[src/rtl/cordic_pkg.sv]
// Shared constants, state encoding and the angle fold helper for the CORDIC
// angle sequencer and its sideband delay line.
package cordic_pkg;

   localparam int PHASE_W    = 32;
   localparam int XY_W       = 16;
   localparam int CORDIC_LAT = 16;
   localparam int CNT_W      = 16;
   localparam int DRAIN_W    = $clog2(CORDIC_LAT + 1);

   localparam logic [XY_W-1:0]    AMP    = 16'd19429;
   localparam logic [PHASE_W-1:0] DEG90  = 32'h4000_0000;
   localparam logic [PHASE_W-1:0] DEG180 = 32'h8000_0000;

   typedef enum logic [1:0] {IDLE, RUN, DRAIN} state_t;

   typedef struct packed {
      logic [PHASE_W-1:0] angle;
      logic               neg;
   } fold_t;

   // Phases in [90, 270) deg land in the upper half once shifted by 90 deg;
   // those are rotated by 180 deg and flagged so the consumer negates the result.
   function automatic fold_t fold_phase(input logic [PHASE_W-1:0] p);
      fold_t              r;
      logic [PHASE_W-1:0] shifted;
      shifted = p + DEG90;
      r.neg   = shifted[PHASE_W-1];
      r.angle = r.neg ? (p - DEG180) : p;
      return r;
   endfunction

endpackage

[src/rtl/cordic_flag_delay.sv]
// Fixed-depth shift register for a {valid, neg} sideband pair, used to line
// flags up with the output of a fixed-latency pipeline.
module cordic_flag_delay #(
   parameter int DEPTH = 16
) (
   input  logic clk,
   input  logic rst,
   input  logic valid_i,
   input  logic neg_i,
   output logic valid_o,
   output logic neg_o
);

   logic [DEPTH-1:0] valid_q;
   logic [DEPTH-1:0] neg_q;

   always_ff @(posedge clk) begin
      if (rst) begin
         valid_q <= '0;
         neg_q   <= '0;
      end else begin
         valid_q <= (valid_q << 1) | DEPTH'(valid_i);
         neg_q   <= (neg_q << 1) | DEPTH'(neg_i);
      end
   end

   assign valid_o = valid_q[DEPTH-1];
   assign neg_o   = neg_q[DEPTH-1];

endmodule

[src/rtl/cordic_angle_seq.sv]
// Phase-accumulator burst sequencer feeding a CORDIC rotator with folded
// angles, constant Xin/Yin, and latency-aligned valid/negate flags.
module cordic_angle_seq
   import cordic_pkg::*;
(
   input  logic               clk,
   input  logic               rst,
   input  logic               start,
   input  logic [CNT_W-1:0]   burst_len,
   input  logic [PHASE_W-1:0] phase_init,
   input  logic [PHASE_W-1:0] tuning_word,
   output logic [PHASE_W-1:0] angle,
   output logic [XY_W-1:0]    Xin,
   output logic [XY_W-1:0]    Yin,
   output logic               angle_valid,
   output logic               res_valid,
   output logic               res_neg,
   output logic               busy,
   output logic               done,
   output logic [CNT_W-1:0]   sample_cnt
);

   state_t             state_q, state_d;
   logic [PHASE_W-1:0] phase_q, phase_d;
   logic [PHASE_W-1:0] tw_q, tw_d;
   logic [CNT_W-1:0]   remaining_q, remaining_d;
   logic [DRAIN_W-1:0] drain_q, drain_d;
   logic [PHASE_W-1:0] angle_q, angle_d;
   logic               angle_valid_q, angle_valid_d;
   logic               fold_q, fold_d;
   logic               busy_q, busy_d;
   logic               done_q, done_d;
   logic [CNT_W-1:0]   sample_cnt_q, sample_cnt_d;
   fold_t              fold_res;

   always_comb begin
      state_d       = state_q;
      phase_d       = phase_q;
      tw_d          = tw_q;
      remaining_d   = remaining_q;
      drain_d       = drain_q;
      angle_d       = angle_q;
      fold_d        = fold_q;
      angle_valid_d = 1'b0;
      done_d        = 1'b0;
      fold_res      = fold_phase(phase_q);

      case (state_q)
         IDLE: begin
            if (start && (burst_len != '0)) begin
               fold_res      = fold_phase(phase_init);
               tw_d          = tuning_word;
               angle_d       = fold_res.angle;
               fold_d        = fold_res.neg;
               angle_valid_d = 1'b1;
               phase_d       = phase_init + tuning_word;
               remaining_d   = burst_len - CNT_W'(1);
               if (burst_len > CNT_W'(1)) begin
                  state_d = RUN;
               end else begin
                  state_d = DRAIN;
                  drain_d = DRAIN_W'(CORDIC_LAT);
               end
            end
         end
         RUN: begin
            angle_d       = fold_res.angle;
            fold_d        = fold_res.neg;
            angle_valid_d = 1'b1;
            phase_d       = phase_q + tw_q;
            remaining_d   = remaining_q - CNT_W'(1);
            if (remaining_q == CNT_W'(1)) begin
               state_d = DRAIN;
               drain_d = DRAIN_W'(CORDIC_LAT);
            end
         end
         DRAIN: begin
            // The last angle is still visible while this counter is first loaded,
            // so the idle/done edge lands CORDIC_LAT+1 cycles after it.
            if (drain_q == '0) begin
               state_d = IDLE;
               done_d  = 1'b1;
            end else begin
               drain_d = drain_q - DRAIN_W'(1);
            end
         end
         default: state_d = IDLE;
      endcase

      busy_d       = (state_d != IDLE);
      sample_cnt_d = sample_cnt_q + CNT_W'(angle_valid_d);
   end

   always_ff @(posedge clk) begin
      if (rst) begin
         state_q       <= IDLE;
         phase_q       <= '0;
         tw_q          <= '0;
         remaining_q   <= '0;
         drain_q       <= '0;
         angle_q       <= '0;
         fold_q        <= 1'b0;
         angle_valid_q <= 1'b0;
         busy_q        <= 1'b0;
         done_q        <= 1'b0;
         sample_cnt_q  <= '0;
      end else begin
         state_q       <= state_d;
         phase_q       <= phase_d;
         tw_q          <= tw_d;
         remaining_q   <= remaining_d;
         drain_q       <= drain_d;
         angle_q       <= angle_d;
         fold_q        <= fold_d;
         angle_valid_q <= angle_valid_d;
         busy_q        <= busy_d;
         done_q        <= done_d;
         sample_cnt_q  <= sample_cnt_d;
      end
   end

   cordic_flag_delay #(
      .DEPTH (CORDIC_LAT)
   ) u_flag_delay (
      .clk     (clk),
      .rst     (rst),
      .valid_i (angle_valid_q),
      .neg_i   (fold_q),
      .valid_o (res_valid),
      .neg_o   (res_neg)
   );

   assign angle       = angle_q;
   assign Xin         = AMP;
   assign Yin         = '0;
   assign angle_valid = angle_valid_q;
   assign busy        = busy_q;
   assign done        = done_q;
   assign sample_cnt  = sample_cnt_q;

endmodule

[config.mk]
export PLATFORM = sky130hd
export DESIGN_NAME = cordic_angle_seq
export DESIGN_NICKNAME = d
export VERILOG_FILES = /design/src/rtl/cordic_pkg.sv /design/src/rtl/cordic_flag_delay.sv /design/src/rtl/cordic_angle_seq.sv
export SDC_FILE = /design/constraint.sdc
export NUM_CORES = 1
export LEC_CHECK = 0
export BUFFER_PORTS_ARGS = -buffer_cell sky130_fd_sc_hd__buf_2
export CAP_MARGIN = 20
export CORE_AREA = 2 2 148 150
export DETAILED_ROUTE_END_ITERATION = 8
export DIE_AREA = 0 0 150 152
export PLACE_DENSITY_LB_ADDON = 0.3
export SYNTH_ARGS = -nofsm -noshare
export SYNTH_HDL_FRONTEND = slang
export SYNTH_HIERARCHICAL = 1
export SYNTH_SLANG_ARGS = --single-unit
[constraint.sdc]
create_clock -name clk -period 3.1 [get_ports clk]
set_input_delay 0.62 -clock clk [delete_from_list [all_inputs] [get_ports clk]]
set_output_delay 0.62 -clock clk [all_outputs]
set_load 0.01 [all_outputs]
# Word level (Yosys, flattened, before mapping)
# Index checks and enable logic that the tools add are counted.
# totals
reg_bits	171
in_bits	83
output_inout_bits	85
wordCells	68
# op_classes
add_sub_neg	10
order_cmp	1
eq_ne	7
mux	23
bitwise	3
reduce_logical	11
# op_table
operator	count
$mux 32	4
$pmux 32 s2	2
$add 32x31->32 const B	2
$add 32x32->32	2
$sub 32x32->32 const B	2
$or 16x1->16	2
$pmux 16 s2	1
$sub 16x1->16 const B	2
$mux 5	4
$add 16x1->16	1
$eq 16x1->1 const B	1
$gt 16x1->1 const B	1
$mux 16	1
$reduce_bool 16->1	1
$pmux 5 s3	1
$mux 2	4
$ne 2x2->1 const B	4
$pmux 2 s3	1
$logic_not 5->1	1
$reduce_and 5->1	1
$sub 5x1->5 const B	1
$pmux 1 s2	2
$reduce_and 2->1	2
$reduce_bool 2->1	2
8 further kinds	10

# Logic depth before layout (Yosys ltp)
# depth
depth_word	5
mapped_depth	15
mapped_depth_nobuf	13

# Modules after synthesis
# The synthesis kept the hierarchy.
# by_module_without_submodules
mod	n_inst	cells_each	area_per_inst_um2	seq_area_each_um2
cordic_angle_seq	1	1280	9952.0	2782.7
cordic_flag_delay	1	67	863.3	640.6

# Worst setup path after synthesis
# OpenSTA, ideal clock, no wires.
# synth_timing
path_kind	input to register
startpoint	in burst_len[9]
endpoint	reg sample_cnt_q[10], in the netlist sample_cnt[10]
setup_ns	0.128
arrival_time_ns	2.966
t_required_ns	2.972
path_slack_ns	0.007
cell_stages	13
n_path_buf	2
cell_sequence	or4_4 nor4_4 a21oi_2 nor2_8 inv_2 buf_6 buf_4 ha_1 ha_1 and3_1 nand3_1 xor2_1 nor2_1
# synth_between
elab_chain_cells	5
# synth_lines
item	line	source
start: declaration	cordic_angle_seq.sv:9	input logic [CNT_W-1:0] burst_len,
$reduce_bool 16->1	cordic_angle_seq.sv:50	if (start && (burst_len != '0)) begin
$logic_and 1x1->1	cordic_angle_seq.sv:50	
$mux 1	cordic_angle_seq.sv:50	
$pmux 1 s2	cordic_angle_seq.sv:48	case (state_q)
via angle_valid_d	cordic_angle_seq.sv:29	logic angle_valid_q, angle_valid_d;
$add 16x1->16	cordic_angle_seq.sv:91	sample_cnt_d = sample_cnt_q + CNT_W'(angle_valid_d);
end signal: assignment	cordic_angle_seq.sv:118	sample_cnt_q <= sample_cnt_d;
end: declaration	cordic_angle_seq.sv:33	logic [CNT_W-1:0] sample_cnt_q, sample_cnt_d;
# The timed path passes the listed nets, and every way through them passes these cells.
# A chain may end at the register's enable or synchronous reset.

# Worst setup path in the final report
# layout_timing
startpoint	reg phase_q[0]
endpoint	reg phase_q[28]
# layout_between
elab_chain_cells	2
# layout_lines
item	line	source
start: declaration	cordic_angle_seq.sv:24	logic [PHASE_W-1:0] phase_q, phase_d;
start signal: assignment	cordic_angle_seq.sv:109	phase_q <= phase_d;
$add 32x32->32	cordic_angle_seq.sv:70	phase_d = phase_q + tw_q;
$pmux 32 s2	cordic_angle_seq.sv:48	
# No other way between the ends.

==> reports/results.md <==
| Parameter | This run |
|:---|:---|
| Routed length on met1 | 13600 um |
| H-tree lvl count | 4 |
| Final-layout fill cell count | 2002 |
| Max-cap viol count | 0 |
| Number of cells produced by synthesis | 1347 |
| Power per cell area | 555 nW/um^2 |
| Post-synthesis average cell area | 8.03 um^2 |
| Cell area after technology mapping | 10800 um^2 |
| Detailed Route WL | 30300 um |
| RSZ-0062 raised after global routing | no |
| Area enclosed by the die boundary | 22800 um^2 |
| Worst R2R Start | phase_q[0] |
| Area added between synthesis and finish | 15.8% |
| Final Hold Viols | 0 |
| Count of pins over their slew limit | 0 |
| Clock tree from TritonCTS | built |
| Maximum vdd drop | 0.432 mV |
| First-pass GRT wire length | 49000 um |
| Total Nets Final | 1649 |
| Largest area contributor in the netlist | sky130_fd_sc_hd__dfxtp_1 |
| Final setup violation count | 0 |
| Routed via count | 10400 |
| Die Ht | 152 um |
| Number of buffers inserted by hold repair at cts | 0 |
| Final worst path period share | 96.6% |
| Slew at the pin with the worst max-slew slack | 677 ps |
| Category of the worst setup path launch point | flip-flop |
| Routed len/inst | 17.0 um |
| WHS Path Cells | 3 |
| Number of clock buffers inserted by TritonCTS | 17 |
| Number of design rule violations left after detail routing | 0 |
| Number of vias per cell | 5.81 |
| Violation count after the first detailed-route iteration | 760 |
| Die Wd | 150 um |
| Library cells used by synthesis | 79 |
| FF+latch count, synth | 171 |
| Highest fanout seen on the critical path | 3 |
| Area occupied by registers | 3420 um^2 |
| Later-pin clock latency in the skew report | 450 ps |
| Starting density of the core | 50.7% |
| Total number of placement rows | 54 |
| Library cell appearing most often on the critical path | sky130_fd_sc_hd__o21ai_0 |
| Core area | 21400 um^2 |
| Multi-input gate area | 6760 um^2 |
| Clock-pin transition on the worst setup and hold timing paths | 70 ps |
| Biggest area contributors in the synthesized netlist | sky130_fd_sc_hd__dfxtp_1, sky130_fd_sc_hd__ha_1, sky130_fd_sc_hd__a21oi_1, sky130_fd_sc_hd__nand2_1, sky130_fd_sc_hd__nor2_1 |
| Peak clock frequency supported by timing | 0.334 GHz |
| Number of warnings printed during yosys synthesis | 6 |
| Most used flip-flop cell after synthesis | sky130_fd_sc_hd__dfxtp_1 |
| Post-synth EDFFs | 0 |
| Routed wire length on met2 | 14200 um |
| Setup slack of the most critical reg-to-reg path | 110 ps |
| Number of clock sinks | 171 |
| Pin count of the biggest net entering global routing | 134 |
| Required time of the critical path | 3440 ps |
| Worst Min Path Start | tuning_word[23] |
| Via count of the first global-routing pass | 9698 |
| Routed wire length on met3 | 2030 um |
| PnR Total Power | 6.96 mW |
| Type of the worst min-delay path | input pin to flip-flop |
| Critical-path cell with the highest stage delay | sky130_fd_sc_hd__fa_1 |
| Final global-route overflow total | 0 |
| Type of element capturing the critical path | flip-flop |
| Critical R2R Capture | phase_q[28] |
| FFs w/ async S/R, synth | 0% |
| Ordered cell list for the critical path | ha_1, fa_1, a211oi_1, o21a_1, o21ai_0, o22a_1, a21oi_1, o21ai_0, mux2i_1, o211a_1 |
| Final critical delay including setup and external delays | 2990 ps |
| Finished Core Util | 58.7% |
| Boundary Pins | 168 |
| Detailed placer's ending HPWL | 22200 um |
| Highest metal used | met4 |
| Final worst clock skew | 13.5 ps |
| Overall track demand over capacity in global routing | 26.6% |
| Number of antenna violations at the first check in global routing | 1 |
| Worst-case hold slack | 417 ps |
| Worst Hold Endpoint | tw_q[23] |
| Biggest cell delay along the critical path | 430 ps |
| Number of iterations in the first detailed-routing pass | 6 |
| Run status | completed |
| Post-synthesis sequential area ratio | 31.7% |
| Antenna-violating nets left | 0 |
| Layout cells sized above 1 | 17.2% |
| Area fraction of the dominant cell type after synthesis | 31.7% |
| Crit path DAT | 3330 ps |
| Reg2Reg Depth | 10 |
| Placer's final routability congestion estimate | 0.917 |
| Startpoint-to-endpoint class of the critical path | flip-flop to flip-flop |
| # port buffers | 135 |
| Maximum buffer depth of the clock tree | 2 |
| Number of buffer and inverter instances along the worst setup path | 0 |
| Clock root buffer master | sky130_fd_sc_hd__clkbuf_16 |
| Worst slew margin | 54.9% |
| Largest delay share family, worst path | compound AO/OA/AOI/OAI gates |
| Leak | 5.43 nW |
==> stage by stage <==
stage	instances	setup slack (ps)	instance area, um^2	TNS (ps)
final	1788	107	12500	0
after global routing	1788	13.0	12500	0
after CTS	1787	110	12500	0
after global placement	1755	-187	12000	-352
after floorplan	1377	6.74	10900	0
after detailed placement	1755	-222	12000	-891
==> power breakdown <==
| part | total [mW] | internal, mW | leakage [nW] | switching [mW] |
|---|---|---|---|---|
| Combinational | 2.23 | 0.909 | 3.75 | 1.32 |
| Clock | 2.10 | 1.08 | 0.268 | 1.02 |
| Sequential | 2.62 | 2.44 | 1.40 | 0.180 |
| Total | 6.96 | 4.43 | 5.43 | 2.53 |
==> state kept, by name (all words and copies together) (netlist names) <==
name / count
angle: 32
u_flag_delay/valid_q: 16
state_q: 2
u_flag_delay/neg_q: 16
fold_q: 1
remaining_q: 16
drain_q: 5
busy: 1
tw_q: 32
angle_valid: 1
phase_q: 32
sample_cnt: 16
done: 1
==> cells in the mapped netlist, types with 37 or more instances <==
cell	count
sky130_fd_sc_hd__nor2_1	101
sky130_fd_sc_hd__nor3_1	64
sky130_fd_sc_hd__nor2b_1	41
sky130_fd_sc_hd__inv_1	53
sky130_fd_sc_hd__dfxtp_1	171
sky130_fd_sc_hd__buf_4	41
sky130_fd_sc_hd__ha_1	70
sky130_fd_sc_hd__nand2_1	142
sky130_fd_sc_hd__clkbuf_1	37
sky130_fd_sc_hd__o21ai_0	42
sky130_fd_sc_hd__a21oi_1	157
==> per-layer routing <==
| layer | up-vias | global-route usage [%] |
|---|---|---|
| met3 | 51 | 4.17 |
| li1 | 5114 | - |
| met4 | 0 | 7.91 |
| met1 | 4846 | 36.4 |
| met2 | 384 | 43.2 |
| met5 | - | 0 |
==> what timing repair did <==
action	4_1_cts	5_1_grt
endpoints found under the setup margin	0	1
buffers inserted	0	0
gates resized for setup	0	1
==> cells by family (layout without fill, tap and decap cells) <==
logic type                 count (synthesis)  count (layout)  synth area share (%)
and+or+nand+nor                          468             468                  21.1
AOI/OAI and AO/OA                        405             405                  25.5
DFF                                      171             171                  31.7
buffers and inverters                    155             285                  7.10
adders and majority gates                 72              72                  8.47
xor gates and xnor gates                  68              68                  5.51
muxes                                      6               6                 0.590
other                                      2              33                0.0694
==> worst max-delay path by stage <==
stage / cells past startpoint / to / slack, ps / start
floorplan: 13 / sample_cnt[10] / 7 / burst_len[9]
global placement: 11 / phase_q[29] / -190 / phase_init[8]
detailed placement: 10 / phase_q[26] / -220 / phase_init[0]
CTS: 10 / phase_q[28] / 110 / phase_q[0]
global route: 10 / phase_q[28] / 10 / phase_q[0]
finish: 10 / phase_q[28] / 110 / phase_q[0]
==> cell usage in the layout, fill, tap and decap left out, types with 6 or more instances in the layout <==
master                      instances
sky130_fd_sc_hd__xnor2_1           34
sky130_fd_sc_hd__nor2b_1           39
sky130_fd_sc_hd__o22ai_1            7
sky130_fd_sc_hd__nor3_1            64
sky130_fd_sc_hd__nand3_1           26
sky130_fd_sc_hd__o21ai_1            7
sky130_fd_sc_hd__o21bai_1           6
sky130_fd_sc_hd__o21ai_0           41
sky130_fd_sc_hd__a21o_1            33
sky130_fd_sc_hd__buf_4             60
sky130_fd_sc_hd__nor2_1           101
sky130_fd_sc_hd__nand2_1          142
sky130_fd_sc_hd__o21a_1             8
sky130_fd_sc_hd__nand3b_1           8
sky130_fd_sc_hd__a21oi_1          157
sky130_fd_sc_hd__ha_1              70
sky130_fd_sc_hd__inv_1             53
sky130_fd_sc_hd__or3_1             14
sky130_fd_sc_hd__and3_1            13
sky130_fd_sc_hd__nand4_1           11
sky130_fd_sc_hd__o31ai_1            6
sky130_fd_sc_hd__a211oi_1          32
sky130_fd_sc_hd__clkbuf_16         17
sky130_fd_sc_hd__nand2b_1          12
sky130_fd_sc_hd__dfxtp_1          170
sky130_fd_sc_hd__conb_1            32
sky130_fd_sc_hd__a31oi_1           13
sky130_fd_sc_hd__nor4_1             9
sky130_fd_sc_hd__xor2_1            34
sky130_fd_sc_hd__o211ai_1          11
sky130_fd_sc_hd__o221a_1           30
sky130_fd_sc_hd__buf_2            134
==> worst min-delay path: stages <==
cell and delay, ps:
sky130_fd_sc_hd__buf_2 100, sky130_fd_sc_hd__nand2_1 50, sky130_fd_sc_hd__a21oi_1 50
==> area by class of cell <==
| class | instances | share of cell area, % |
|---|---|---|
| clock inverter | 14 | 1.03 |
| multi-input combinational | 1051 | 53.9 |
| timing repair buffer | 199 | 9.75 |
| tap | 280 | 2.80 |
| antenna | 1 | 0.0200 |
| clock buffer | 18 | 3.51 |
| sequential | 171 | 27.3 |
| inverter | 54 | 1.62 |
(Power assumes the default switching activity.)
